<file path="config.mk">
export PLATFORM = sky130hd
export DESIGN_NAME = bp_fe_parcel_realigner
export DESIGN_NICKNAME = d
export VERILOG_FILES = /design/src/rtl/bp_fe_pkg.sv /design/src/rtl/bp_fe_parcel_queue.sv /design/src/rtl/bp_fe_parcel_realigner.sv
export SDC_FILE = /design/constraint.sdc
export NUM_CORES = 1
export LEC_CHECK = 0
export ABC_AREA = 1
export BUFFER_PORTS_ARGS = -buffer_cell sky130_fd_sc_hd__buf_2
export CAP_MARGIN = 20
export CORE_UTILIZATION = 35
export CTS_CLUSTER_SIZE = 14
export DETAILED_ROUTE_END_ITERATION = 8
export PLACE_DENSITY_LB_ADDON = 0.15
export SLEW_MARGIN = 20
export SYNTH_ARGS = -nofsm -noshare
export SYNTH_HDL_FRONTEND = slang
export SYNTH_HIERARCHICAL = 1
export SYNTH_SLANG_ARGS = --single-unit
</file>
<file path="constraint.sdc">
create_clock -name clk_i -period 6.6 [get_ports clk_i]
set_input_delay 1.65 -clock clk_i [delete_from_list [all_inputs] [get_ports clk_i]]
set_output_delay 1.65 -clock clk_i [all_outputs]
set_load 0.005 [all_outputs]
</file>
<file path="src/rtl/bp_fe_pkg.sv">
// Package shared by the FE parcel realigner and its parcel queue.
// Holds the parcel width, the queue entry type and the RVC length decode.
package bp_fe_pkg;

  localparam int parcel_width_lp = 16;

  // tag marks the first parcel written from an I$ block (or a resume parcel),
  // so the top level can tell when a 32-bit instruction crosses two blocks.
  typedef struct packed {
    logic                        tag;
    logic [parcel_width_lp-1:0]  data;
  } bp_fe_parcel_entry_s;

  function automatic logic is_compressed(input logic [parcel_width_lp-1:0] p);
    return (p[1:0] != 2'b11);
  endfunction

endpackage

</file>
<file path="src/rtl/bp_fe_parcel_queue.sv">
// Circular parcel buffer.
//   clear_i      : drop contents; a same-cycle write lands at index 0
//   wr_n_i       : number of parcels (0..fetch_parcels_p) taken from wr_data_i[0..]
//   rd_n_i       : parcels popped from head (0..2), ignored when clear_i
//   h0_o / h1_o  : the two parcels at head
//   count_o      : occupancy
module bp_fe_parcel_queue
  import bp_fe_pkg::*;
#(
  parameter int fetch_parcels_p  = 4,
  parameter int buffer_parcels_p = 8,
  localparam int ptr_w_lp = $clog2(buffer_parcels_p),
  localparam int cnt_w_lp = ptr_w_lp + 1,
  localparam int wn_w_lp  = $clog2(fetch_parcels_p) + 1
) (
  input  logic                                      clk_i,
  input  logic                                      reset_n_i,
  input  logic                                      clear_i,
  input  logic [wn_w_lp-1:0]                        wr_n_i,
  input  bp_fe_parcel_entry_s [fetch_parcels_p-1:0] wr_data_i,
  input  logic [1:0]                                rd_n_i,
  output bp_fe_parcel_entry_s                       h0_o,
  output bp_fe_parcel_entry_s                       h1_o,
  output logic [cnt_w_lp-1:0]                       count_o
);

  bp_fe_parcel_entry_s r_mem [buffer_parcels_p];
  logic [ptr_w_lp-1:0] r_head, r_tail;
  logic [cnt_w_lp-1:0] r_count;

  logic [ptr_w_lp-1:0] w_base;
  logic [ptr_w_lp-1:0] w_widx [fetch_parcels_p];
  logic                w_wen  [fetch_parcels_p];
  logic [1:0]          w_rd_n;

  assign w_base = clear_i ? '0 : r_tail;
  assign w_rd_n = clear_i ? 2'd0 : rd_n_i;

  always_comb begin
    for (int k = 0; k < fetch_parcels_p; k++) begin
      w_widx[k] = w_base + ptr_w_lp'(k);
      w_wen[k]  = (wn_w_lp'(k) < wr_n_i);
    end
  end

  always_ff @(posedge clk_i or negedge reset_n_i) begin
    if (!reset_n_i) begin
      for (int i = 0; i < buffer_parcels_p; i++) r_mem[i] <= '0;
    end else begin
      for (int k = 0; k < fetch_parcels_p; k++)
        if (w_wen[k]) r_mem[w_widx[k]] <= wr_data_i[k];
    end
  end

  always_ff @(posedge clk_i or negedge reset_n_i) begin
    if (!reset_n_i) begin
      r_head  <= '0;
      r_tail  <= '0;
      r_count <= '0;
    end else if (clear_i) begin
      r_head  <= '0;
      r_tail  <= ptr_w_lp'(wr_n_i);
      r_count <= cnt_w_lp'(wr_n_i);
    end else begin
      r_head  <= r_head + ptr_w_lp'(w_rd_n);
      r_tail  <= r_tail + ptr_w_lp'(wr_n_i);
      r_count <= r_count + cnt_w_lp'(wr_n_i) - cnt_w_lp'(w_rd_n);
    end
  end

  assign h0_o    = r_mem[r_head];
  assign h1_o    = r_mem[r_head + ptr_w_lp'(1)];
  assign count_o = r_count;

endmodule

</file>
<file path="src/rtl/bp_fe_parcel_realigner.sv">
// FE parcel realigner: buffers 16-bit parcels from multi-parcel I$ blocks and
// emits one 16/32-bit instruction per cycle on a valid/yumi handshake.
// Ports:
//   if2_*      : fetch block in (pc of first valid parcel, data block-aligned)
//   redirect_* : flush, optionally reloading one saved parcel
//   fetch_*    : instruction / exception out, taken by fetch_yumi_i
//   count_o    : queue occupancy in parcels
module bp_fe_parcel_realigner
  import bp_fe_pkg::*;
#(
  parameter int vaddr_width_p    = 39,
  parameter int fetch_parcels_p  = 4,
  parameter int buffer_parcels_p = 8,
  localparam int cnt_w_lp = $clog2(buffer_parcels_p) + 1,
  localparam int off_w_lp = $clog2(fetch_parcels_p),
  localparam int wn_w_lp  = off_w_lp + 1
) (
  input  logic                            clk_i,
  input  logic                            reset_n_i,
  input  logic                            if2_v_i,
  input  logic                            if2_exception_v_i,
  input  logic [vaddr_width_p-1:0]        if2_pc_i,
  input  logic [16*fetch_parcels_p-1:0]   if2_data_i,
  output logic                            if2_ready_o,
  input  logic                            redirect_v_i,
  input  logic                            redirect_resume_i,
  input  logic [15:0]                     redirect_instr_i,
  input  logic [vaddr_width_p-1:0]        redirect_pc_i,
  output logic                            fetch_v_o,
  output logic                            fetch_exception_v_o,
  output logic [vaddr_width_p-1:0]        fetch_pc_o,
  output logic [31:0]                     fetch_instr_o,
  output logic                            fetch_compressed_o,
  output logic                            fetch_partial_o,
  input  logic                            fetch_yumi_i,
  output logic [cnt_w_lp-1:0]             count_o
);

  logic [vaddr_width_p-1:0] r_head_pc, r_exc_pc;
  logic                     r_exc_pending;

  bp_fe_parcel_entry_s                       w_h0, w_h1;
  logic [cnt_w_lp-1:0]                       w_count;
  bp_fe_parcel_entry_s [fetch_parcels_p-1:0] w_blk_ent, w_wr_ent;
  logic [16*fetch_parcels_p-1:0]             w_shift;
  logic [off_w_lp-1:0]                       w_off;
  logic [wn_w_lp-1:0]                        w_n_in, w_wr_n;
  logic                                      w_compressed, w_instr_v, w_exc_out;
  logic [1:0]                                w_need, w_rd_n;
  logic                                      w_accept, w_wr_blk, w_yumi_instr, w_yumi_exc, w_clear;

  // Decode from head
  assign w_compressed = is_compressed(w_h0.data);
  assign w_need       = w_compressed ? 2'd1 : 2'd2;
  assign w_instr_v    = (w_count >= cnt_w_lp'(w_need));
  // Complete instructions ahead of the fault drain before it is reported
  assign w_exc_out    = r_exc_pending & ~w_instr_v;

  assign fetch_v_o           = w_instr_v;
  assign fetch_exception_v_o = w_exc_out;
  assign fetch_compressed_o  = w_compressed;
  assign fetch_instr_o       = w_compressed ? {16'b0, w_h0.data} : {w_h1.data, w_h0.data};
  // A lone leftover parcel means the faulting fetch cut an instruction in half:
  // report it at the instruction's pc.
  assign fetch_pc_o      = (w_exc_out && (w_count != cnt_w_lp'(1))) ? r_exc_pc : r_head_pc;
  assign fetch_partial_o = w_exc_out ? (w_count == cnt_w_lp'(1)) : (~w_compressed & w_h1.tag);

  assign if2_ready_o = ((cnt_w_lp'(buffer_parcels_p) - w_count) >= cnt_w_lp'(fetch_parcels_p))
                     & ~r_exc_pending & ~redirect_v_i;

  // Redirect outranks everything; if2_ready_o already masks the write
  assign w_accept     = if2_v_i & if2_ready_o;
  assign w_wr_blk     = w_accept & ~if2_exception_v_i;
  assign w_yumi_instr = fetch_yumi_i & w_instr_v & ~redirect_v_i;
  assign w_yumi_exc   = fetch_yumi_i & w_exc_out & ~redirect_v_i;
  assign w_clear      = redirect_v_i | w_yumi_exc;

  // Drop leading parcels below the entry pc so parcel `off` lands at slot 0
  assign w_off   = if2_pc_i[1+:off_w_lp];
  assign w_n_in  = wn_w_lp'(fetch_parcels_p) - wn_w_lp'(w_off);
  assign w_shift = if2_data_i >> {w_off, 4'b0};

  always_comb begin
    for (int k = 0; k < fetch_parcels_p; k++) begin
      w_blk_ent[k].data = w_shift[16*k +: 16];
      w_blk_ent[k].tag  = (k == 0);
    end
  end

  always_comb begin
    w_wr_ent = w_blk_ent;
    w_wr_n   = w_wr_blk ? w_n_in : '0;
    w_rd_n   = w_yumi_instr ? w_need : 2'd0;
    if (redirect_v_i) begin
      w_wr_ent[0].data = redirect_instr_i;
      w_wr_ent[0].tag  = 1'b1;
      w_wr_n           = redirect_resume_i ? wn_w_lp'(1) : '0;
    end
  end

  bp_fe_parcel_queue #(
    .fetch_parcels_p  (fetch_parcels_p),
    .buffer_parcels_p (buffer_parcels_p)
  ) u_queue (
    .clk_i     (clk_i),
    .reset_n_i (reset_n_i),
    .clear_i   (w_clear),
    .wr_n_i    (w_wr_n),
    .wr_data_i (w_wr_ent),
    .rd_n_i    (w_rd_n),
    .h0_o      (w_h0),
    .h1_o      (w_h1),
    .count_o   (w_count)
  );

  assign count_o = w_count;

  always_ff @(posedge clk_i or negedge reset_n_i) begin
    if (!reset_n_i) begin
      r_head_pc     <= '0;
      r_exc_pending <= 1'b0;
      r_exc_pc      <= '0;
    end else begin
      if (redirect_v_i) begin
        if (redirect_resume_i) r_head_pc <= redirect_pc_i;
      end else if (w_wr_blk && (w_count == '0)) begin
        r_head_pc <= {if2_pc_i[vaddr_width_p-1:1], 1'b0};
      end else if (w_yumi_instr) begin
        r_head_pc <= r_head_pc + vaddr_width_p'({w_need, 1'b0});
      end

      if (w_clear) begin
        r_exc_pending <= 1'b0;
      end else if (w_accept && if2_exception_v_i) begin
        r_exc_pending <= 1'b1;
        r_exc_pc      <= if2_pc_i;
      end
    end
  end

  a_yumi_valid: assert property (@(posedge clk_i) disable iff (!reset_n_i)
    (fetch_yumi_i && !redirect_v_i) |-> (fetch_v_o || fetch_exception_v_o));

endmodule

</file>
-- After elaboration in Yosys (flattened, before gate mapping)
Index checks and enable logic that the tools add are counted.
- bits of input ports: 165
- register bits after elaboration: 225
- output and inout port bits: 80
- add/subtract/negate cells: 11
- shift operators: 1
- mux-type cells: 42
- reductions and logical operators: 12
- $lt $le $gt $ge: 16
- equality and inequality tests: 4
- bitwise gates (word level): 23
- operators by type and width (operator ; number):
    136-bit bitwise mux ; 4
    136-bit two-way mux ; 4
    17-bit demux with 3-bit select ; 4
    39-bit two-way mux ; 5
    17-bit binary-select mux with 3-bit select ; 2
    17-bit two-way mux ; 6
    64-bit by 6-bit right shift with 64-bit output ; 1
    16-bit two-way mux ; 3
    39-bit by 3-bit adder with 39-bit output ; 1
    32-bit two-way mux ; 1
    4-bit >= comparator (second input constant) ; 6
    3-bit NOT with 4-bit output ; 6
    4-bit by 1-bit less-than comparator with 1-bit output (second input constant) ; 4
    3-bit two-way mux ; 5
    1-bit bitwise AND ; 10
    1-bit logical AND ; 7
    3-bit by 1-bit adder with 3-bit output (second input constant) ; 2
    3-bit by 2-bit adder with 3-bit output (second input constant) ; 2
    1-bit by 3-bit less-than comparator with 1-bit output (first input constant) ; 2
    2-bit by 3-bit less-than comparator with 1-bit output (first input constant) ; 2
    2-bit two-way mux ; 3
    1-bit NOT ; 6
    4-bit by 3-bit adder with 4-bit output ; 1
    4-bit by 1-bit == test with 1-bit output (second input constant) ; 1
    other kinds (17) ; 21

-- Depth between registers and ports, before layout
- word-level depth: 26
- mapped depth: 26
- depth with buffers taken out: 22

-- Hierarchy
Netlist, hierarchy kept.
- modules (own cells, without submodules) (module ; cells each ; area each (um^2) ; instances):
    bp_fe_parcel_queue ; 2186 ; 13085.0 ; 1
    bp_fe_parcel_realigner ; 1205 ; 6947.9 ; 1

-- Worst setup path before layout
OpenSTA, ideal clock, no wires.
- path kind: register -> register
- start point: register u_queue.r_head[0]
- end point: register u_queue.r_count[3] (netlist: u_queue/count_o[3])
- data arrival time: 4331 ps
- cell stages (with the launch flop): 26
- data required time: 6469 ps
- period minus slack after synthesis: 4462 ps
- setup slack: 2138 ps
- setup time: 131 ps
- path through: dfrtp_1 > clkbuf_1 > inv_1 > buf_2 > buf_1 > a21oi_1 > o21ai_0 > a31oi_1 > nand2_1 > ha_1 > nand2_1 > nand2_2 > nor2_4 > inv_1 > o21ai_0 > buf_4 > clkbuf_1 > nor2_1 > fa_1 > inv_1 > ha_1 > nand2_1 > nor2_1 > a211oi_1 > xor2_1 > nor2_1
- longest elaborated chain between the ends: 15
- elaborated cells between the ends (all ways): 18
- classes of those cells: add/sub: 1; order compare: 1; eq/ne: 1; mux: 7; bitwise: 8
- ends and longest elaborated chain (element ; line ; source):
    start, declared ; bp_fe_parcel_queue.sv:28 ; logic [ptr_w_lp-1:0] r_head, r_tail;
    start signal, assigned ; bp_fe_parcel_queue.sv:65 ; r_head <= r_head + ptr_w_lp'(w_rd_n);
    3-bit NOT with 4-bit output (not written as such) * ; bp_fe_parcel_queue.sv:71 ; assign h0_o = r_mem[r_head];
    17-bit binary-select mux with 3-bit select * ; bp_fe_parcel_queue.sv:71 ;
    16-bit two-way mux (not written as such) * (2 in series) ; bp_fe_parcel_queue.sv:71 ;
    2-bit != test * ; bp_fe_pkg.sv:15 ; return (p[1:0] != 2'b11);
    2-bit two-way mux * ; bp_fe_parcel_realigner.sv:54 ; assign w_need = w_compressed ? 2'd1 : 2'd2;
    4-bit by 2-bit >= comparator with 1-bit output * ; bp_fe_parcel_realigner.sv:55 ; assign w_instr_v = (w_count >= cnt_w_lp'(w_need));
    named net fetch_v_o ; bp_fe_parcel_realigner.sv:29 ; output logic fetch_v_o,
    1-bit NOT * ; bp_fe_parcel_realigner.sv:57 ; assign w_exc_out = r_exc_pending & ~w_instr_v;
    1-bit bitwise AND * ; bp_fe_parcel_realigner.sv:57 ;
    named net fetch_exception_v_o ; bp_fe_parcel_realigner.sv:30 ; output logic fetch_exception_v_o,
    1-bit bitwise AND * (2 in series) ; bp_fe_parcel_realigner.sv:75 ; assign w_yumi_exc = fetch_yumi_i & w_exc_out & ~redirect_v_i;
    1-bit OR * ; bp_fe_parcel_realigner.sv:76 ; assign w_clear = redirect_v_i | w_yumi_exc;
    named net w_clear ; bp_fe_parcel_realigner.sv:50 ; logic w_accept, w_wr_blk, w_yumi_instr, w_yumi_exc, w_clear;
    2-bit two-way mux ; bp_fe_parcel_queue.sv:37 ; assign w_rd_n = clear_i ? 2'd0 : rd_n_i;
    4-bit by 2-bit subtractor with 4-bit output ; bp_fe_parcel_queue.sv:67 ; r_count <= r_count + cnt_w_lp'(wr_n_i) - cnt_w_lp'(w_rd_n);
    4-bit two-way mux * ; bp_fe_parcel_queue.sv:60 ; end else if (clear_i) begin
    end signal, assigned ; bp_fe_parcel_queue.sv:63 ; r_count <= cnt_w_lp'(wr_n_i);
    end signal, assigned ; bp_fe_parcel_queue.sv:67 ;
    end, declared ; bp_fe_parcel_queue.sv:29 ; logic [cnt_w_lp-1:0] r_count;
The timed path passes the listed nets; every way through them passes the cells marked *. The select of a mux whose other input is x is not followed.
A chain may end at the register's enable or synchronous reset.

-- Worst setup path after layout
- start point: register u_queue.r_head[0]
- end point: output fetch_pc_o[34]
- longest elaborated chain between the ends: 11
- ends and longest elaborated chain (element ; line ; source):
    3-bit NOT with 4-bit output (not written as such) ; bp_fe_parcel_queue.sv:71 ;
    17-bit binary-select mux with 3-bit select ; bp_fe_parcel_queue.sv:71 ;
    16-bit two-way mux (not written as such) (2 in series) ; bp_fe_parcel_queue.sv:71 ;
    2-bit != test ; bp_fe_pkg.sv:15 ;
    2-bit two-way mux ; bp_fe_parcel_realigner.sv:54 ;
    4-bit by 2-bit >= comparator with 1-bit output ; bp_fe_parcel_realigner.sv:55 ;
    1-bit NOT ; bp_fe_parcel_realigner.sv:57 ;
    1-bit bitwise AND ; bp_fe_parcel_realigner.sv:57 ;
    1-bit logical AND ; bp_fe_parcel_realigner.sv:65 ; assign fetch_pc_o = (w_exc_out && (w_count != cnt_w_lp'(1))) ? r_exc_pc : r_head_pc;
    39-bit two-way mux ; bp_fe_parcel_realigner.sv:65 ;
    end, declared ; bp_fe_parcel_realigner.sv:31 ; output logic [vaddr_width_p-1:0] fetch_pc_o,
Every way passes these cells. The select of a mux whose other input is x is not followed.

==> impl_metrics.env <==
export IMPL_cp_slowest_cell="dfrtp_4"
export IMPL_place_congestion=0.982
export IMPL_worstPathRequired_ns=4.95
export IMPL_start_kind="flip-flop"
export IMPL_hp_start="r_exc_pc[35]$_DFFE_PN0P_"
export IMPL_synth_cells=3379
export IMPL_place_inst=4195
export IMPL_ctsRootBufferMaster="clkbuf_16"
export IMPL_grt_antenna_before_repair=13
export IMPL_htree_levels=1
export IMPL_hold_end="r_exc_pc[35]$_DFFE_PN0P_"
export IMPL_maxSlewHeadroom_pct=20.5
export IMPL_cts_setup_buffers=0
export IMPL_finalMaxSlewViolations=0
export IMPL_reg2reg_to="u_queue/r_mem[68]$_DFF_PN0_"
export IMPL_layout_min_cycle_time_ns=5.65
export IMPL_syn_avg_cell_area_sq_um=5.91
export IMPL_grt_pass1_wl_um=137000
export IMPL_maxCapViolCount=0
export IMPL_fillers=6343
export IMPL_dieArea_sq_um=58000
export IMPL_fp_dieW_um=241
export IMPL_numPortBuffers=244
export IMPL_rsz0062_at_grt="no"
export IMPL_status="complete, no violations"
export IMPL_cts_sinks=225
export IMPL_totalWireLength_um=91600
export IMPL_die_h_um=241
export IMPL_power_leakage_nw=11.0
export IMPL_grt_overflow_total=0
export IMPL_post_cts_resized=0
export IMPL_grt_pass1_vias=21439
export IMPL_ant_nets=0
export IMPL_grt_usage_pct=31.2
export IMPL_clk_pin_slew_ns=0.06
export IMPL_powerDensity_nw_per_um2=341
export IMPL_cp_data_arrival_time_ns=4.00
export IMPL_path_cells="inv_2, a21oi_1, o21ai_0, a31oi_1, nand2_1, ha_1, nand2_1, nand2_2, nor2_4, o31ai_4, buf_4, nor2_1, a21oi_1, buf_2"
export IMPL_clockBufferDepth=3
export IMPL_r2r_start="u_queue/r_head[1]$_DFF_PN0_"
export IMPL_cp_num_buf_inv=3
export IMPL_ys_warn_count=6
export IMPL_place_area_sq_um=21600
export IMPL_peakVddDrop_uv=238
export IMPL_crit_type="reg2out"
export IMPL_worst_hold_slack_ns=0.487
export IMPL_multi_input_area_sq_um=11900
export IMPL_core_area_sq_um=56400
export IMPL_worst_pin_slew_ns=1.19
export IMPL_drtIter0Drc=2771
export IMPL_grt_max_degree=105
export IMPL_start_util_pct=35.4
export IMPL_hold_buffers=0
export IMPL_fin_tns_setup_ns=0
export IMPL_rows=87
export IMPL_ff_latch_area_sq_um=5640
export IMPL_reg2reg_depth=17
export IMPL_drive_gt1_share_pct=12.8
export IMPL_hold_violations=0
export IMPL_numCtsBuffers=31
export IMPL_fin_cells=4265
export IMPL_avgViaCountPerCell=5.54
export IMPL_clkLatencyLatePin_ns=0.61
export IMPL_dpl_hpwl_um=63200
export IMPL_io_pins=245
export IMPL_hold_class="reg2reg"
export IMPL_r2r_slack_ns=1.32
export IMPL_drc=0
export IMPL_cp_end_kind="output port"
export IMPL_finClkSkew_ns=0.0236
export IMPL_syn2layout_area_growth_pct=14.0
export IMPL_cts_tree="built"
export IMPL_cpPeakStageDelay_ns=0.81
export IMPL_synth_area_sq_um=20000
export IMPL_dr_total_vias=23619
export IMPL_setup_viol=0
export IMPL_hold_depth=2
export IMPL_cp_top_family="compound AO/OA/AOI/OAI gates"
export IMPL_crit_fanout=63
export IMPL_fmax_mhz=177
export IMPL_final_nets=3653
export IMPL_final_area_sq_um=22800
export IMPL_dr_pass1_iters=5
export IMPL_wire_per_inst_um=21.5
export IMPL_period_share_pct=85.6
==> cell type report <==
cell class                      count  area share [%]
Sequential cell                   225            24.7
Clock buffer                       38            3.79
Multi-Input combinational cell   2528            52.2
Clock inverter                     19            1.22
Timing Repair Buffer              309            7.53
Tap cell                          756            4.15
Inverter                          377            6.23
Antenna cell                       13           0.143
==> how the worst max path moves through the flow <==
stage / from / to / slack, ns / depth (start not counted)
finish: u_queue/r_head[0]$_DFF_PN0_ / fetch_pc_o[34] / 0.95 / 14
global route: u_queue/r_head[0]$_DFF_PN0_ / fetch_pc_o[34] / 0.59 / 14
CTS: u_queue/r_head[0]$_DFF_PN0_ / fetch_pc_o[22] / 0.94 / 14
detailed placement: u_queue/r_head[0]$_DFF_PN0_ / u_queue/r_mem[76]$_DFF_PN0_ / 1.47 / 17
global placement: redirect_v_i / u_queue/r_mem[46]$_DFF_PN0_ / 1.49 / 13
floorplan: u_queue/r_head[0]$_DFF_PN0_ / u_queue/count_o[3]$_DFF_PN0_ / 2.14 / 25
==> stage by stage <==
step / power, mW / util, % / setup WS (ns)
3_5_place_dp: 5.79 / 38.3 / 1.47
6_report: 7.77 / 40.4 / 0.952
5_1_grt: 8.33 / 40.4 / 0.595
3_3_place_gp: 5.79 / 38.3 / 1.49
2_1_floorplan: 4.55 / - / 2.14
4_1_cts: 7.75 / 40.3 / 0.938
==> state kept, by name (all words and copies together) (netlist names) <==
| name | flops |
|---|---|
| u_queue/count_o | 4 |
| u_queue/r_head | 3 |
| r_exc_pc | 39 |
| u_queue/r_mem | 136 |
| u_queue/r_tail | 3 |
| r_head_pc | 39 |
| r_exc_pending | 1 |
==> worst min-delay path, cell delays in order (launching register included) <==
cell and delay, ns:
dfrtp_1 0.34, nand2_1 0.05, o21ai_0 0.06
==> per-layer routing <==
| metal | up-vias | wire length, um | track usage (%) |
|---|---|---|---|
| met5 | - | 0 | 0 |
| li1 | 11178 | - | - |
| met4 | 0 | 4140 | 13.5 |
| met3 | 220 | 7200 | 4.13 |
| met1 | 11034 | 39500 | 42.8 |
| met2 | 1187 | 40800 | 49.1 |
==> power breakdown <==
part	leakage, nW	internal [mW]	total (mW)	switching, mW
clock network	0.573	1.19	1.94	0.744
logic	7.52	1.20	3.30	2.09
registers	2.86	1.95	2.54	0.583
total	11.0	4.35	7.77	3.42
==> layout by cell type (no fill, tap or decap), types with 3 or more instances in the layout <==
| master | n |
|---|---|
| a21boi_0 | 4 |
| a21oi_1 | 266 |
| a22oi_1 | 4 |
| a31oi_1 | 33 |
| buf_2 | 245 |
| buf_4 | 63 |
| bufinv_16 | 7 |
| clkbuf_16 | 31 |
| clkbuf_8 | 6 |
| clkinv_2 | 10 |
| conb_1 | 6 |
| dfrtp_1 | 223 |
| diode_2 | 13 |
| fa_1 | 4 |
| ha_1 | 12 |
| inv_1 | 347 |
| inv_2 | 28 |
| mux2i_1 | 13 |
| nand2_1 | 777 |
| nand2_2 | 10 |
| nand3_1 | 380 |
| nand3_2 | 6 |
| nand3b_1 | 8 |
| nand4_1 | 42 |
| nand4_2 | 3 |
| nor2_1 | 422 |
| nor2_2 | 7 |
| nor2_4 | 9 |
| nor3_1 | 7 |
| o211ai_1 | 17 |
| o21ai_0 | 402 |
| o21ai_1 | 52 |
| or2_2 | 5 |
| xnor2_1 | 9 |
| xor2_1 | 12 |
Note: power is estimated with default switching activity, not from simulation.
